`src/rtl/pp2_pkg.sv`:
```
// Shared definitions for the pp2 two-bit controller: opcodes and FSM states.
package pp2_pkg;

  // Two-bit instruction opcodes as stored in the instruction ROM.
  localparam logic [1:0] OP_INC = 2'b00;
  localparam logic [1:0] OP_JNO = 2'b01;
  localparam logic [1:0] OP_HLT = 2'b10;
  localparam logic [1:0] OP_ILL = 2'b11;

  // Controller state encoding.
  typedef enum logic [1:0] {
    ST_IDLE  = 2'b00,
    ST_FETCH = 2'b01,
    ST_EXEC  = 2'b10,
    ST_HALT  = 2'b11
  } state_t;

  // True for opcodes that need an EXEC cycle after their FETCH.
  function automatic logic needs_exec(input logic [1:0] op);
    return (op == OP_INC) || (op == OP_JNO);
  endfunction

endpackage

```
`src/rtl/pp2_ctrl.sv`:
```
// pp2 controller: fetches two-bit instructions from an external combinational
// ROM addressed by pc, executes INC / JNO, stops on HLT or an illegal opcode.
// Every output is a register (mem_addr is pc itself), so mem_data never
// reaches an output combinationally.
module pp2_ctrl
  import pp2_pkg::*;
#(
  parameter int CNT_W = 8
) (
  input  logic             clk,
  input  logic             rst_n,
  input  logic             start,
  output logic [1:0]       mem_addr,
  input  logic [1:0]       mem_data,
  output logic [1:0]       acc,
  output logic             ovf,
  output logic             halted,
  output logic             err,
  output logic [CNT_W-1:0] cyc_cnt
);

  state_t           state_reg, state_next;
  logic [1:0]       pc_reg, pc_next;
  logic [1:0]       opcode_reg, opcode_next;
  logic [1:0]       acc_reg, acc_next;
  logic             ovf_reg, ovf_next;
  logic             halted_reg, halted_next;
  logic             err_reg, err_next;
  logic [CNT_W-1:0] cyc_reg;
  logic             busy;

  // Architectural state register; reset aborts any instruction in flight.
  always_ff @(posedge clk or negedge rst_n) begin
    if (!rst_n) begin
      state_reg  <= ST_IDLE;
      pc_reg     <= 2'd0;
      opcode_reg <= OP_INC;
      acc_reg    <= 2'd0;
      ovf_reg    <= 1'b0;
      halted_reg <= 1'b0;
      err_reg    <= 1'b0;
    end else begin
      state_reg  <= state_next;
      pc_reg     <= pc_next;
      opcode_reg <= opcode_next;
      acc_reg    <= acc_next;
      ovf_reg    <= ovf_next;
      halted_reg <= halted_next;
      err_reg    <= err_next;
    end
  end

  // Next-state and datapath update; everything holds unless a state acts on it.
  always_comb begin
    state_next  = state_reg;
    pc_next     = pc_reg;
    opcode_next = opcode_reg;
    acc_next    = acc_reg;
    ovf_next    = ovf_reg;
    halted_next = halted_reg;
    err_next    = err_reg;
    case (state_reg)
      ST_IDLE: begin
        if (start) state_next = ST_FETCH;
      end
      ST_FETCH: begin
        opcode_next = mem_data;
        pc_next     = pc_reg + 2'd1;
        if (needs_exec(mem_data)) begin
          state_next = ST_EXEC;
        end else begin
          // HLT and the illegal opcode both stop; only the latter flags err.
          state_next  = ST_HALT;
          halted_next = 1'b1;
          err_next    = (mem_data == OP_ILL);
        end
      end
      ST_EXEC: begin
        state_next = ST_FETCH;
        if (opcode_reg == OP_INC) begin
          // Three-bit sum: the carry out of the two-bit acc becomes ovf.
          {ovf_next, acc_next} = {1'b0, acc_reg} + 3'd1;
        end else if (opcode_reg == OP_JNO) begin
          // mem_data here is the operand word at the current pc.
          if (!ovf_reg) pc_next = mem_data;
          else          pc_next = pc_reg + 2'd1;
        end
      end
      ST_HALT: begin
        state_next = ST_HALT;
      end
      default: state_next = ST_IDLE;
    endcase
  end

  assign busy = (state_reg == ST_FETCH) || (state_reg == ST_EXEC);

  // Busy-cycle counter, saturating at all-ones.
  always_ff @(posedge clk or negedge rst_n) begin
    if (!rst_n) begin
      cyc_reg <= '0;
    end else if (busy && (cyc_reg != {CNT_W{1'b1}})) begin
      cyc_reg <= cyc_reg + CNT_W'(1);
    end
  end

  assign mem_addr = pc_reg;
  assign acc      = acc_reg;
  assign ovf      = ovf_reg;
  assign halted   = halted_reg;
  assign err      = err_reg;
  assign cyc_cnt  = cyc_reg;

endmodule

```
`config.mk`:
```
export PLATFORM = sky130hd
export DESIGN_NAME = pp2_ctrl
export DESIGN_NICKNAME = d
export VERILOG_FILES = /design/src/rtl/pp2_pkg.sv /design/src/rtl/pp2_ctrl.sv
export SDC_FILE = /design/constraint.sdc
export NUM_CORES = 1
export LEC_CHECK = 0
export CAP_MARGIN = 20
export CORE_MARGIN = 4
export CORE_UTILIZATION = 50
export CTS_BUF_LIST = sky130_fd_sc_hd__clkbuf_2
export DETAILED_ROUTE_END_ITERATION = 7
export PLACE_DENSITY = 0.78
export SLEW_MARGIN = 25
export SYNTH_ARGS = -nofsm -noshare
export SYNTH_HDL_FRONTEND = slang
export SYNTH_SLANG_ARGS = --single-unit
```
`constraint.sdc`:
```
create_clock -name clk -period 2.2 [get_ports clk]
set_clock_uncertainty 0.15 [all_clocks]
set_input_delay 0.44 -clock clk [delete_from_list [all_inputs] [get_ports clk]]
set_output_delay 0.44 -clock clk [all_outputs]
set_load 0.02 [all_outputs]
```
==> impl_metrics.ini, run 1 <==
[clock_tree]
postCtsSetupBuffers = 0
clk-insertion-delay-late_ns = 0.31
cts_hold_buf = 0
htree_levels = 1
cts_buffer_depth = 2
cts_buffers = 3
clk_pin_slew_ns = 0.18
cts_root_buf = clkbuf_2
clock_sinks = 19
post_cts_resized = 0
cts_tree = built

[timing]
tightest_slew_ns = 0.303
period_needed_ns = 2.09
final.period_utilization_pct = 94.8
hold_viol = 0
final_max_slew_viol_count = 0
max_freq_mhz = 480
postLayoutSetupSlackWorst_ns = 0.115
slew_headroom_pct = 79.7
setup-tns-final_ns = 0
setup_violations = 0
holdWs_ns = 0.273
rsz0062_at_grt = no

[critical_path]
critPathLaunch = cyc_cnt[3]
cp.arrival_ns = 1.50
cp_max_fo = 9
crit_slowest_cell = clkdlybuf4s50_1
worst-path-buf-inv = 1
path_class = reg2out
worstSetupStartpointType = flop
cp.required_ns = 1.61
r2r_start = state_reg[0]
cpPeakStageDelay_ns = 0.66
crit_path_cell_trace = clkdlybuf4s50_1
end_kind = output pin
cp_top_family = buffers and inverters

[route]
wl_per_cell_um = 13.8
drc_errors = 0
num_vias = 727
avgViaCountPerCell = 5.43
finalWirelength_um = 1850
antenna_left = 0
dr.pass1.iters = 4
dr.first_iter.drc_count = 12

[yosys]
synthFlopType = dfrtp_1
syn_inst = 86
ys_warn_count = 0
syn-num-nets = 97
synth_cell_types = 34
syn_area_per_cell_um2 = 11.3
synth_area_um2 = 973
seq_area_frac_synth_pct = 48.8
synthArstFlopShare_pct = 100
yosys_register_bits = 19
synth_edf_count = 0

[layout]
synthToLayoutAreaGrowth_pct = 25.3
antennaDiodeCount = 0
post-route-util_pct = 68.4
final_cells = 134
drive_gt1_share_pct = 10.1
final_nets = 121
largest_register_ffs = 8
fin_area_um2 = 1220

[power]
leakage_nw = 0.532
power.density_nw_per_um2 = 1020
total_power_mw = 1.24
ir_drop_uv = 685

[placement]
io_buffers = 19
gp_congestion = 0.770
place_inst = 130
dp_slack_ns = 0.458
postPlaceCellArea_um2 = 1200
hpwl_um = 1400

[grt]
grt_max_degree = 20
grt_overflow = 0
grtUsageTotal_pct = 15.4
grt_pass1_wl_um = 3090
antenna_found_initial = 0
grt_pass1_vias = 709

[die]
start_util_pct = 54.6
die_h_um = 52.1
core_um2 = 1780
io_pins = 20
num_rows = 15
die_w_um = 52.1
die_area_um2 = 2720

[worst_hold_path]
hp-class = in2async

[run_status]
status = finished clean

[job]
cap_violations = 0
==> synthesized netlist by cell type (2+ instances only) <==
| cell | count | share of area [%] |
|---|---|---|
| inv_1 | 4 | 1.5 |
| a21oi_1 | 3 | 1.5 |
| o21ai_0 | 2 | 1.0 |
| mux2_2 | 2 | 2.3 |
| or3_1 | 2 | 1.3 |
| xnor2_1 | 2 | 1.8 |
| nand3_1 | 2 | 1.0 |
| xor2_1 | 2 | 1.8 |
| a31oi_1 | 3 | 1.9 |
| nand2_1 | 4 | 1.5 |
| mux2_1 | 5 | 5.8 |
| nand2b_1 | 4 | 2.6 |
| ha_1 | 6 | 7.7 |
| nor2b_1 | 3 | 1.9 |
| dfrtp_1 | 19 | 49 |
| nor2_1 | 5 | 1.9 |
==> where the power goes <==
part	leakage, nW	switching, mW	internal, mW
registers	0.230	0.133	0.453
clock network	0.0126	0.109	0.0424
logic	0.289	0.245	0.259
==> kinds of logic after synthesis <==
group	synth area share, %
adder cells (fa/ha/maj)	7.71
multiplexers	8.10
flip-flops	48.8
buffers and inverters	2.06
XOR/XNOR	3.60
AND/OR/NAND/NOR	18.4
AO/OA/AOI/OAI	11.3
==> worst paths after layout <==
kind,end,slack [ns],cells after the start
max reg2reg,cyc_cnt[6],0.46,5
max,cyc_cnt[3],0.11,1
min reg2reg,halted,0.34,1
min,cyc_cnt[0],0.27,2
max in group asynchronous,cyc_cnt[6],1.43,2
min in group clk,halted,0.34,1
==> per-layer routing <==
layer / up-vias / share of wire, % / track usage [%]
met4: 0 / 1.5 / 6.55
met5: - / 0 / 0
met3: 4 / 2.5 / 2.29
met2: 13 / 47 / 25.3
li1: 357 / - / -
met1: 353 / 49 / 20.0
==> layout by cell type, fill, tap and decap left out, types with 2 or more instances in the layout <==
cell,synthesis,final
nor2_1,5,5
dfrtp_1,19,19
clkdlybuf4s50_1,0,19
nand2b_1,4,4
nand3_1,2,2
ha_1,6,6
o21ai_0,2,2
mux2_1,5,5
clkbuf_2,0,3
mux2_2,2,2
xnor2_1,2,2
or3_1,2,2
nor2b_1,3,3
a31oi_1,3,3
xor2_1,2,2
inv_1,4,4
a21oi_1,3,3
nand2_1,4,4
==> layout make-up <==
cell class,count,area (µm²)
clock buffers,3,15.0
clock inverters,1,7.51
fillers,143,563
inverters,4,15.0
multi-input cells,62,478
flip-flops and latches,19,475
well taps,25,31.3
repair buffers,20,198
No activity file was read; power rests on OpenSTA's default activity.
==> run 2, diff against run 1 <==
- CORE_ASPECT_RATIO: default -> 1.5
==> run 2 against run 1 <==
Effect of this change: clock power fell by 3%; final area shrank 0.62%; utilization shrank 3.0 points; register-to-register slack lost 0.03 ns; global-route usage grew 0.96 points; combinational power decreased by 1%; fmax increased by 1.0%; clock-buffer cell count is the same; critical endpoint unchanged; critical path depth unchanged; sequential cell count is the same.
==> impl_metrics.ini, run 2 (same netlist as run 1, synthesis figures left out) <==
[run_status]
status = finished clean

[critical_path]
crit_path_cell_trace = clkdlybuf4s50_1
rr_worst_depth = 5
cp_top_family = buffers and inverters
worst-path-buf-inv = 1
crit_slowest_cell = clkdlybuf4s50_1
reg2reg_slack_ns = 0.43
worstSetupStartpointType = flop
path_class = reg2out
cp_max_fo = 9
cp.arrival_ns = 1.47
cpPeakStageDelay_ns = 0.65
worstSetupPathDepth = 1
cp.required_ns = 1.61
end_kind = output pin

[layout]
largest_register_ffs = 8
antennaDiodeCount = 0
num-fill-cells = 166
synthToLayoutAreaGrowth_pct = 24.5
layout_common_cells = dfrtp_1, clkdlybuf4s50_1, ha_1
multi_input_area_um2 = 478
final_nets = 121
ff_latch_area_um2 = 475
drive_gt1_share_pct = 10.1

[route]
dr.pass1.iters = 4
dr.first_iter.drc_count = 6
antenna_left = 0
avgViaCountPerCell = 5.58
num_vias = 726
drc_errors = 0
wl_per_cell_um = 14.0
finalWirelength_um = 1820

[clock_tree]
cts_tree = built
post_cts_resized = 0
clock_sinks = 19
clk-insertion-delay-late_ns = 0.31
cts_buffers = 3
cts_buffer_depth = 2
postCtsSetupBuffers = 0
clk_pin_slew_ns = 0.18
cts_root_buf = clkbuf_2
cts_hold_buf = 0
htree_levels = 1

[timing]
slew_headroom_pct = 79.2
rsz0062_at_grt = no
max_freq_mhz = 484
final.period_utilization_pct = 93.8
setup_violations = 0
setup-tns-final_ns = 0
hold_viol = 0
tightest_slew_ns = 0.311
final_max_slew_viol_count = 0
period_needed_ns = 2.06

[power]
ir_drop_uv = 826
leakage_nw = 0.535
total_power_mw = 1.23
power.density_nw_per_um2 = 1010

[die]
die_w_um = 44.0
core_um2 = 1850
num_rows = 19
io_pins = 20
start_util_pct = 52.5
die_area_um2 = 2730
die_h_um = 62.0

[grt]
grtUsageTotal_pct = 16.4
grt_overflow = 0
antenna_found_initial = 0
grt_max_degree = 20
grt_pass1_wl_um = 3260
grt_pass1_vias = 760

[placement]
gp_congestion = 0.762
io_buffers = 19
hpwl_um = 1340

[job]
cap_violations = 0

[worst_hold_path]
hp-class = in2async
-- run 2: changes by cell type in the layout (fill, tap and decap cells not counted), sizes merged --
cell | previous run | this run
clkinv | 0 | 1
clkinvlp | 1 | 0
-- run 2: cell type report --
class / count / share of cell area, %
clock buffer: 3 / 1.24
clock inverter: 1 / 0.413
inverter: 4 / 1.24
multi-input combinational: 62 / 39.4
sequential: 19 / 39.2
tap: 21 / 2.17
timing repair buffer: 20 / 16.3
-- run 2: where the power goes --
group / internal (mW) / switching [mW]
clock network: 0.0412 / 0.107
logic: 0.258 / 0.239
registers: 0.453 / 0.128
total: 0.753 / 0.474
-- run 2: through the flow --
stage	instances	setup WS [ns]	hold WS, ns	utilization (%)	area (µm²)
6_report	130	0.136	0.288	65.4	1210
4_1_cts	130	0.116	0.280	65.4	1210
3_5_place_dp	126	0.472	0.303	64.3	1190
2_1_floorplan	86	0.563	-0.00559	-	973
3_3_place_gp	126	0.505	0.304	64.3	1190
5_1_grt	130	0.0511	0.266	65.4	1210
-- run 2: path summary, 6_finish.rpt --
kind	startpoint	to
max	cyc_cnt[3]	cyc_cnt[3]
min	rst_n	err
max reg2reg	state_reg[1]	cyc_cnt[6]
min reg2reg	halted	halted
max in group asynchronous	rst_n	cyc_cnt[2]
min in group clk	halted	halted
-- run 2: per-layer routing --
layer | track usage (%) | vias to the layer above | routed length (µm)
met5 | 0 | - | 0
met4 | 9.05 | 0 | 28
met3 | 2.31 | 4 | 99
met2 | 30.2 | 23 | 957
met1 | 17.7 | 345 | 735
li1 | - | 354 | -
==> run 3, diff against run 2 <==
- CTS_CLUSTER_SIZE: default -> 16
==> results of run 3 <==
Same layout as run 2: the final DEF is identical, and so are final timing and power.
